==> config.mk <==
export PLATFORM = sky130hd
export DESIGN_NAME = mips_multicycle_ctrl
export DESIGN_NICKNAME = d
export VERILOG_FILES = /design/src/rtl/mips_multicycle_ctrl.sv
export SDC_FILE = /design/constraint.sdc
export NUM_CORES = 1
export LEC_CHECK = 0
export ABC_AREA = 1
export CORE_UTILIZATION = 48
export CTS_CLUSTER_SIZE = 28
export DETAILED_ROUTE_END_ITERATION = 16
export PLACE_DENSITY = 0.79
export SLEW_MARGIN = 40
export SYNTH_ARGS = -nofsm -noshare
export SYNTH_HDL_FRONTEND = slang
export SYNTH_SLANG_ARGS = --single-unit
export TNS_END_PERCENT = 100
==> constraint.sdc <==
create_clock -name clk -period 2.6 [get_ports clk]
set_input_delay 0.52 -clock clk [delete_from_list [all_inputs] [get_ports clk]]
set_output_delay 0.52 -clock clk [all_outputs]
set_load 0.01 [all_outputs]
==> src/rtl/mips_multicycle_ctrl.sv <==
// rtl/mips_multicycle_ctrl.sv - multicycle MIPS control FSM driving ALU select and datapath controls
module mips_multicycle_ctrl #(
    parameter int CNT_W = 32
) (
    input  logic             clk,
    input  logic             rst,
    input  logic [5:0]       opcode,
    input  logic [5:0]       funct,
    input  logic             zero,
    output logic [1:0]       alu_sel,
    output logic             alu_src_a,
    output logic [1:0]       alu_src_b,
    output logic             ext_zero,
    output logic             i_or_d,
    output logic             mem_read,
    output logic             mem_write,
    output logic             ir_write,
    output logic             reg_write,
    output logic             reg_dst,
    output logic             mem_to_reg,
    output logic [1:0]       pc_source,
    output logic             pc_en,
    output logic [3:0]       state,
    output logic             illegal,
    output logic [CNT_W-1:0] instr_count
);

    typedef enum logic [3:0] {
        S_FETCH     = 4'd0,
        S_DECODE    = 4'd1,
        S_MEM_ADDR  = 4'd2,
        S_MEM_READ  = 4'd3,
        S_MEM_WB    = 4'd4,
        S_MEM_WRITE = 4'd5,
        S_R_EXEC    = 4'd6,
        S_R_WB      = 4'd7,
        S_BRANCH    = 4'd8,
        S_JUMP      = 4'd9,
        S_I_EXEC    = 4'd10,
        S_I_WB      = 4'd11,
        S_TRAP      = 4'd12
    } state_e;

    typedef enum logic [3:0] {
        C_NONE = 4'd0,
        C_LW   = 4'd1,
        C_SW   = 4'd2,
        C_ADD  = 4'd3,
        C_SUB  = 4'd4,
        C_AND  = 4'd5,
        C_OR   = 4'd6,
        C_BEQ  = 4'd7,
        C_J    = 4'd8,
        C_ADDI = 4'd9,
        C_ANDI = 4'd10,
        C_ORI  = 4'd11
    } cls_e;

    state_e           state_q, state_d;
    cls_e             cls_q, cls_d, cls_dec;
    logic             illegal_q;
    logic [CNT_W-1:0] count_q;
    logic             pc_write, pc_write_cond, retire;

    // Instruction class from the IR; only consulted while in DECODE.
    always_comb begin
        cls_dec = C_NONE;
        case (opcode)
            6'h00: begin
                case (funct)
                    6'h20:   cls_dec = C_ADD;
                    6'h22:   cls_dec = C_SUB;
                    6'h24:   cls_dec = C_AND;
                    6'h25:   cls_dec = C_OR;
                    default: cls_dec = C_NONE;
                endcase
            end
            6'h23:   cls_dec = C_LW;
            6'h2B:   cls_dec = C_SW;
            6'h04:   cls_dec = C_BEQ;
            6'h02:   cls_dec = C_J;
            6'h08:   cls_dec = C_ADDI;
            6'h0C:   cls_dec = C_ANDI;
            6'h0D:   cls_dec = C_ORI;
            default: cls_dec = C_NONE;
        endcase
    end

    always_comb begin
        state_d       = S_FETCH;
        cls_d         = cls_q;
        retire        = 1'b0;
        alu_sel       = 2'b00;
        alu_src_a     = 1'b0;
        alu_src_b     = 2'b00;
        ext_zero      = 1'b0;
        i_or_d        = 1'b0;
        mem_read      = 1'b0;
        mem_write     = 1'b0;
        ir_write      = 1'b0;
        reg_write     = 1'b0;
        reg_dst       = 1'b0;
        mem_to_reg    = 1'b0;
        pc_source     = 2'b00;
        pc_write      = 1'b0;
        pc_write_cond = 1'b0;
        case (state_q)
            S_FETCH: begin
                mem_read  = 1'b1;
                ir_write  = 1'b1;
                alu_src_b = 2'b01;
                pc_write  = 1'b1;
                state_d   = S_DECODE;
            end
            S_DECODE: begin
                alu_src_b = 2'b11;
                cls_d     = cls_dec;
                case (cls_dec)
                    C_LW, C_SW:                state_d = S_MEM_ADDR;
                    C_ADD, C_SUB, C_AND, C_OR: state_d = S_R_EXEC;
                    C_BEQ:                     state_d = S_BRANCH;
                    C_J:                       state_d = S_JUMP;
                    C_ADDI, C_ANDI, C_ORI:     state_d = S_I_EXEC;
                    default:                   state_d = S_TRAP;
                endcase
            end
            S_MEM_ADDR: begin
                alu_src_a = 1'b1;
                alu_src_b = 2'b10;
                state_d   = (cls_q == C_LW) ? S_MEM_READ : S_MEM_WRITE;
            end
            S_MEM_READ: begin
                mem_read = 1'b1;
                i_or_d   = 1'b1;
                state_d  = S_MEM_WB;
            end
            S_MEM_WB: begin
                reg_write  = 1'b1;
                mem_to_reg = 1'b1;
                retire     = 1'b1;
            end
            S_MEM_WRITE: begin
                mem_write = 1'b1;
                i_or_d    = 1'b1;
                retire    = 1'b1;
            end
            S_R_EXEC: begin
                alu_src_a = 1'b1;
                case (cls_q)
                    C_SUB:   alu_sel = 2'b01;
                    C_AND:   alu_sel = 2'b10;
                    C_OR:    alu_sel = 2'b11;
                    default: alu_sel = 2'b00;
                endcase
                state_d = S_R_WB;
            end
            S_R_WB: begin
                reg_write = 1'b1;
                reg_dst   = 1'b1;
                retire    = 1'b1;
            end
            S_BRANCH: begin
                alu_src_a     = 1'b1;
                alu_sel       = 2'b01;
                pc_write_cond = 1'b1;
                pc_source     = 2'b01;
                retire        = 1'b1;
            end
            S_JUMP: begin
                pc_write  = 1'b1;
                pc_source = 2'b10;
                retire    = 1'b1;
            end
            S_I_EXEC: begin
                alu_src_a = 1'b1;
                alu_src_b = 2'b10;
                case (cls_q)
                    C_ANDI: begin
                        alu_sel  = 2'b10;
                        ext_zero = 1'b1;
                    end
                    C_ORI: begin
                        alu_sel  = 2'b11;
                        ext_zero = 1'b1;
                    end
                    default: alu_sel = 2'b00;
                endcase
                state_d = S_I_WB;
            end
            S_I_WB: begin
                reg_write = 1'b1;
                retire    = 1'b1;
            end
            S_TRAP:  state_d = S_TRAP;
            default: state_d = S_FETCH;
        endcase
        // Reset suppresses every side-effecting strobe in the same cycle.
        if (rst) begin
            mem_read  = 1'b0;
            mem_write = 1'b0;
            ir_write  = 1'b0;
            reg_write = 1'b0;
        end
    end

    assign pc_en = ~rst & (pc_write | (pc_write_cond & zero));

    always_ff @(posedge clk) begin
        if (rst) begin
            state_q   <= S_FETCH;
            cls_q     <= C_NONE;
            illegal_q <= 1'b0;
            count_q   <= '0;
        end else begin
            state_q <= state_d;
            cls_q   <= cls_d;
            if (state_d == S_TRAP) begin
                illegal_q <= 1'b1;
            end
            if (retire) begin
                count_q <= count_q + CNT_W'(1);
            end
        end
    end

    assign state       = state_q;
    assign illegal     = illegal_q;
    assign instr_count = count_q;

endmodule
# ---- After elaboration in Yosys (flattened, before gate mapping)
# Memory sizes are Yosys's and may differ from the RTL's.
# Index checks and enable logic that the tools add are counted.
dict set report totals {
  reg_bits 41
  rom_bits 64
  inputBits 15
  out_inout_bits 53
  elab_cells 76
  memories 1
}
# name words width read_ports rd_clocked_by_memory_dff wr line
set mem_list {}
lappend mem_list {{(name not given)} 16 4 1 0 0 118} ;# case (cls_dec)
dict set report classes {
  addsub 1
  eq_ne 30
  muxes 26
  bitwise_logic 4
  n_reduce_logical 10
}
# cell count
set ops {}
lappend ops {{$eq 6x6->1 const B} 6}
lappend ops {{$add 32x1->32 const B} 1}
lappend ops {{$eq 4x4->1 const B} 8}
lappend ops {{$pmux 4 s8} 1}
lappend ops {{$eq 4x3->1 const B} 7}
lappend ops {{$pmux 4 s7} 1}
lappend ops {{$eq 6x4->1 const B} 3}
lappend ops {{$pmux 2 s3} 3}
lappend ops {{$mux 1} 17}
lappend ops {{$pmux 3 s4} 1}
lappend ops {{$reduce_or 2->1} 5}
lappend ops {{$eq 4x1->1 const B} 2}
lappend ops {{$eq 4x2->1 const B} 2}
lappend ops {{$pmux 2 s2} 2}
lappend ops {{$eq 6x2->1 const B} 1}
lappend ops {{$eq 6x3->1 const B} 1}
lappend ops {{$logic_not 6->1} 1}
lappend ops {{$reduce_or 6->1} 1}
lappend ops {{$logic_not 4->1} 1}
lappend ops {{$reduce_or 4->1} 1}
lappend ops {{$mux 3} 1}
lappend ops {{$reduce_or 3->1} 1}
lappend ops {{$and 1x1->1} 2}
lappend ops {{$not 1->1} 1}
lappend ops {{$or 1x1->1} 1}

# ---- Longest topological paths before layout
# An unclocked memory read counts as a cell.
dict set report logic_depth {
  word_depth 6
  ltp_mapped 16
  ltp_nobuf 16
}

# ---- Worst setup path after synthesis
# Ideal clock, no wire load.
dict set report synth_timing {
  path_kind {input to register}
  from {input opcode[5]}
  to {register illegal_q (netlist: illegal)}
  setup_time_ps 71
  arrival_ps 1952
  t_required_ps 2529
  path_slack_ps 578
  cell_stages 15
  n_path_buf 0
  cell_sequence {nor2_1 -> nand2_1 -> inv_1 -> nand3_1 -> nand2_1 -> nor2_1 -> and2_1 -> ha_1 -> inv_1 -> nand4_1 -> nand3_1 -> nand3_1 -> nand2_1 -> nand2_1 -> a21oi_1}
}
dict set report synth_via {
  elab_chain_len 5
  word_cells_on_any_way 12
  classes_between {eq/ne: 8; mux: 2; reduce/logical: 1; memory: 1}
}
# item line
set synth_lines {}
lappend synth_lines {{start, declared} 7} ;# input logic [5:0] opcode,
lappend synth_lines {{$eq 6x4->1 (tied with other cells)} 68} ;# case (opcode)
lappend synth_lines {{$pmux 4 s8 *} 68}
lappend synth_lines {{$mem_v2 16x4 *} -}
lappend synth_lines {{$pmux 4 s7 *} 107} ;# case (state_q)
lappend synth_lines {{$eq 4x4->1 *} 217} ;# if (state_d == S_TRAP) begin
lappend synth_lines {{end signal, assigned} 212} ;# illegal_q <= 1'b0;
lappend synth_lines {{end signal, assigned} 218} ;# illegal_q <= 1'b1;
lappend synth_lines {{end, declared} 61} ;# logic illegal_q;
# Mark *: on every way between the ends. The rest lies on a longest branch, timed or not.
# A chain may end at the register's enable or synchronous reset.

# ---- Final worst setup path
dict set report layout_timing {
  from {register state_q[2] (netlist: state[2])}
  to {output alu_sel[0]}
}
dict set report layout_via {
  elab_chain_len 2
  word_cells_on_any_way 4
  classes_between {eq/ne: 3; mux: 1}
}
# item line
set layout_lines {}
lappend layout_lines {{start, declared} 59} ;# state_e state_q, state_d;
lappend layout_lines {{start signal, assigned} 215} ;# state_q <= state_d;
lappend layout_lines {{$eq 4x4->1 or $eq 4x3->1 (tied branches)} 107}
lappend layout_lines {{$pmux 2 s3 *} 107}
lappend layout_lines {{end, declared} 10} ;# output logic [1:0] alu_sel,
# Marks and branches as above.

==> impl_metrics.yaml <==
power_and_ir_drop:
  ir_drop_v: 0.000305
  power_density_nw_per_um2: 435
  p_leak_nw: 1.26
floorplanning:
  dieArea_um2: 5480
  start_util: 0.514
  boundaryPins: 68
  die_w_um: 74.1
  die_h_um: 74.1
  row_count: 25
  coreArea_um2: 4850
logic_synthesis:
  ys_warn_count: 0
  synthCells: 384
  ys_types: 38
  ys_seq_area_frac: 0.329
  synth_edf_count: 0
  yosys.area.top_type: "dfxtp_1"
  synth_async_sr_flop_share: 0
  synth_seq_cells: 41
  netlist.area_leader.share: 0.329
  synthTopCellsByCount: "nor2_1 (75), nand2_1 (62), inv_1 (55)"
  ys_top_cells_by_area: "dfxtp_1 (33%), nor2_1 (11%), nand2_1 (9.3%)"
  synthMostInstantiatedCell: "nor2_1"
  synth_area_per_cell_um2: 6.49
  synthFlopType: "dfxtp_1"
  netlist_area_um2: 2490
  synth_nets: 402
clock_tree:
  clockRootBuffer: "clkbuf_8"
  clkTransAtPathRegs_ns: 0.08
  cts_made_buffers: 5
  ctsHtreeMaxLevel: 2
  cts_buffer_depth: 2
  cts_tree: "built"
  insertion_delay_ns: 0.30
  cts.sinks: 41
global_route:
  grt_overflow: 0
  antenna_found_initial: 0
  grt_start_max_net_pins: 19
  grt_pass1_vias: 2341
  gr-usage-all-layers: 0.242
  grt_pass1_wl_um: 10500
routing:
  route.vias.total: 2706
  drt_iter0_drc: 145
  wl_met2_um: 2890
  vias_per_cell: 5.14
  met3_length_um: 399
  wire_per_inst_um: 11.8
  dr.pass1.iters: 4
  top_layer: "met4"
  ant_nets: 0
  totalWireLength_um: 6210
  drt-met1-wl_um: 2890
  drc: 0
final_layout:
  final_layout_size_suffix_gt1_frac: 0.0763
  nNetsFinal: 476
  num_antenna_cells: 0
  area_growth_pct: 34.7
sta:
  period_minus_slack_ns: 2.46
  timing.hold.ws_ns: 0.475
  worstMarginPinSlew_ns: 0.652
  final_max_slew_viol_count: 0
  skew_ns: 0.0123
  max_freq_mhz: 406
  fin_crit_sh: 0.947
  hold_viol: 0
  relSlewSlack: 0.561
  setup_viol: 0
  fin_ws_ns: 0.137
  tns_ns: 0
place:
  pre_cts_slack_ns: 0.0119
  place_congestion: 0.896
  place_hpwl_um: 4870
  portBuffers: 67
critical_path:
  arrival_ns: 1.94
  cp-end-kind: "output port"
  cp_max_fo: 6
  start_kind: "flop"
  worstPathRequired_ns: 2.08
  path_class: "flop to output port"
flow_run:
  maxCapViolCount: 0
hold_path:
  hp-class: "flop to flop"
outcome:
  status: "completed"
-- area by class of cell --
type                            count  area [um2]
Sequential cell                    41         822
Clock inverter                      3        17.5
Multi-Input combinational cell    280        1430
Timing Repair Buffer               72         708
Inverter                           58         223
Fill cell                         437        1490
Tap cell                           67        83.8
Clock buffer                        5        68.8
-- per-stage QoR --
stage | cell area [um2] | power, mW | std cells | util
finish | 3360 | 1.46 | 526 | 0.692
global route | 3360 | 1.53 | 526 | 0.692
detailed placement | 3260 | 1.06 | 518 | 0.673
CTS | 3350 | 1.46 | 526 | 0.691
global placement | 3260 | 1.05 | 518 | 0.673
floorplan | 2490 | 0.901 | 384 | -
-- routing by layer --
| layer | up-vias | track usage |
|---|---|---|
| met2 | 83 | 0.396 |
| met4 | 0 | 0.0491 |
| met1 | 1224 | 0.335 |
| li1 | 1394 | - |
| met5 | - | 0 |
| met3 | 5 | 0.0407 |
-- power by group --
group,switching [mW],internal [mW]
registers,0.0297,0.653
logic,0.204,0.159
clock network,0.229,0.185
-- sequential cells by signal, indices dropped and copies added (netlist names) --
name,count
illegal,1
cls_q,4
instr_count,32
state,4
-- repair_timing --
| action | in CTS | in global routing |
|---|---|---|
| hold buffers | 0 | 0 |
| setup endpoints to repair | 0 | 2 |
| setup buffers | 0 | 0 |
| gates resized for setup | 0 | 3 |
| endpoints found under the hold margin | 0 | 0 |
-- critical path, stage by stage (launching register included) --
cell and delay [ns]:
dfxtp_1 0.37, inv_1 0.07, nand2_1 0.12, nor2_2 0.20
nand4_1 0.13, inv_1 0.09, a21oi_1 0.05, o21ai_0 0.07
clkdlybuf4s50_1 0.55
-- path summary, 6_finish.rpt --
check	start	endpoint	slack [ns]	cells after the start
max	state[2]	alu_sel[0]	0.14	8
min	illegal	illegal	0.48	2
max reg2reg	instr_count[0]	instr_count[26]	0.73	6
min reg2reg	illegal	illegal	0.48	2
-- placed cells by master, fill, tap and decap left out, types with 2 or more instances in the layout --
master and instances:
xor2_1 9, inv_1 55, nor3_2 2, o21a_1 2
nand2_2 3, a21oi_1 28, dfxtp_1 40, o21ai_1 4
o21ai_0 20, inv_2 2, nor2_1 73, clkbuf_8 5
ha_1 3, nor2_2 4, nor2_4 2, nand2_1 62
clkinv_2 2, nor4_1 6, buf_4 5, nor3_1 9
nor3b_2 2, nand4_1 10, xnor2_1 3, nand3_2 2
nand3_1 23, clkdlybuf4s50_1 67, a211oi_1 2
-- cell families after synthesis --
logic type	count (synthesis)	synth area share
adders and majority gates	3	0.0151
AOI/OAI and AO/OA	59	0.124
and+or+nand+nor	206	0.392
DFF	41	0.329
buffers and inverters	63	0.0974
xor gates and xnor gates	12	0.0422
Power figures use the tool's default switching activity.
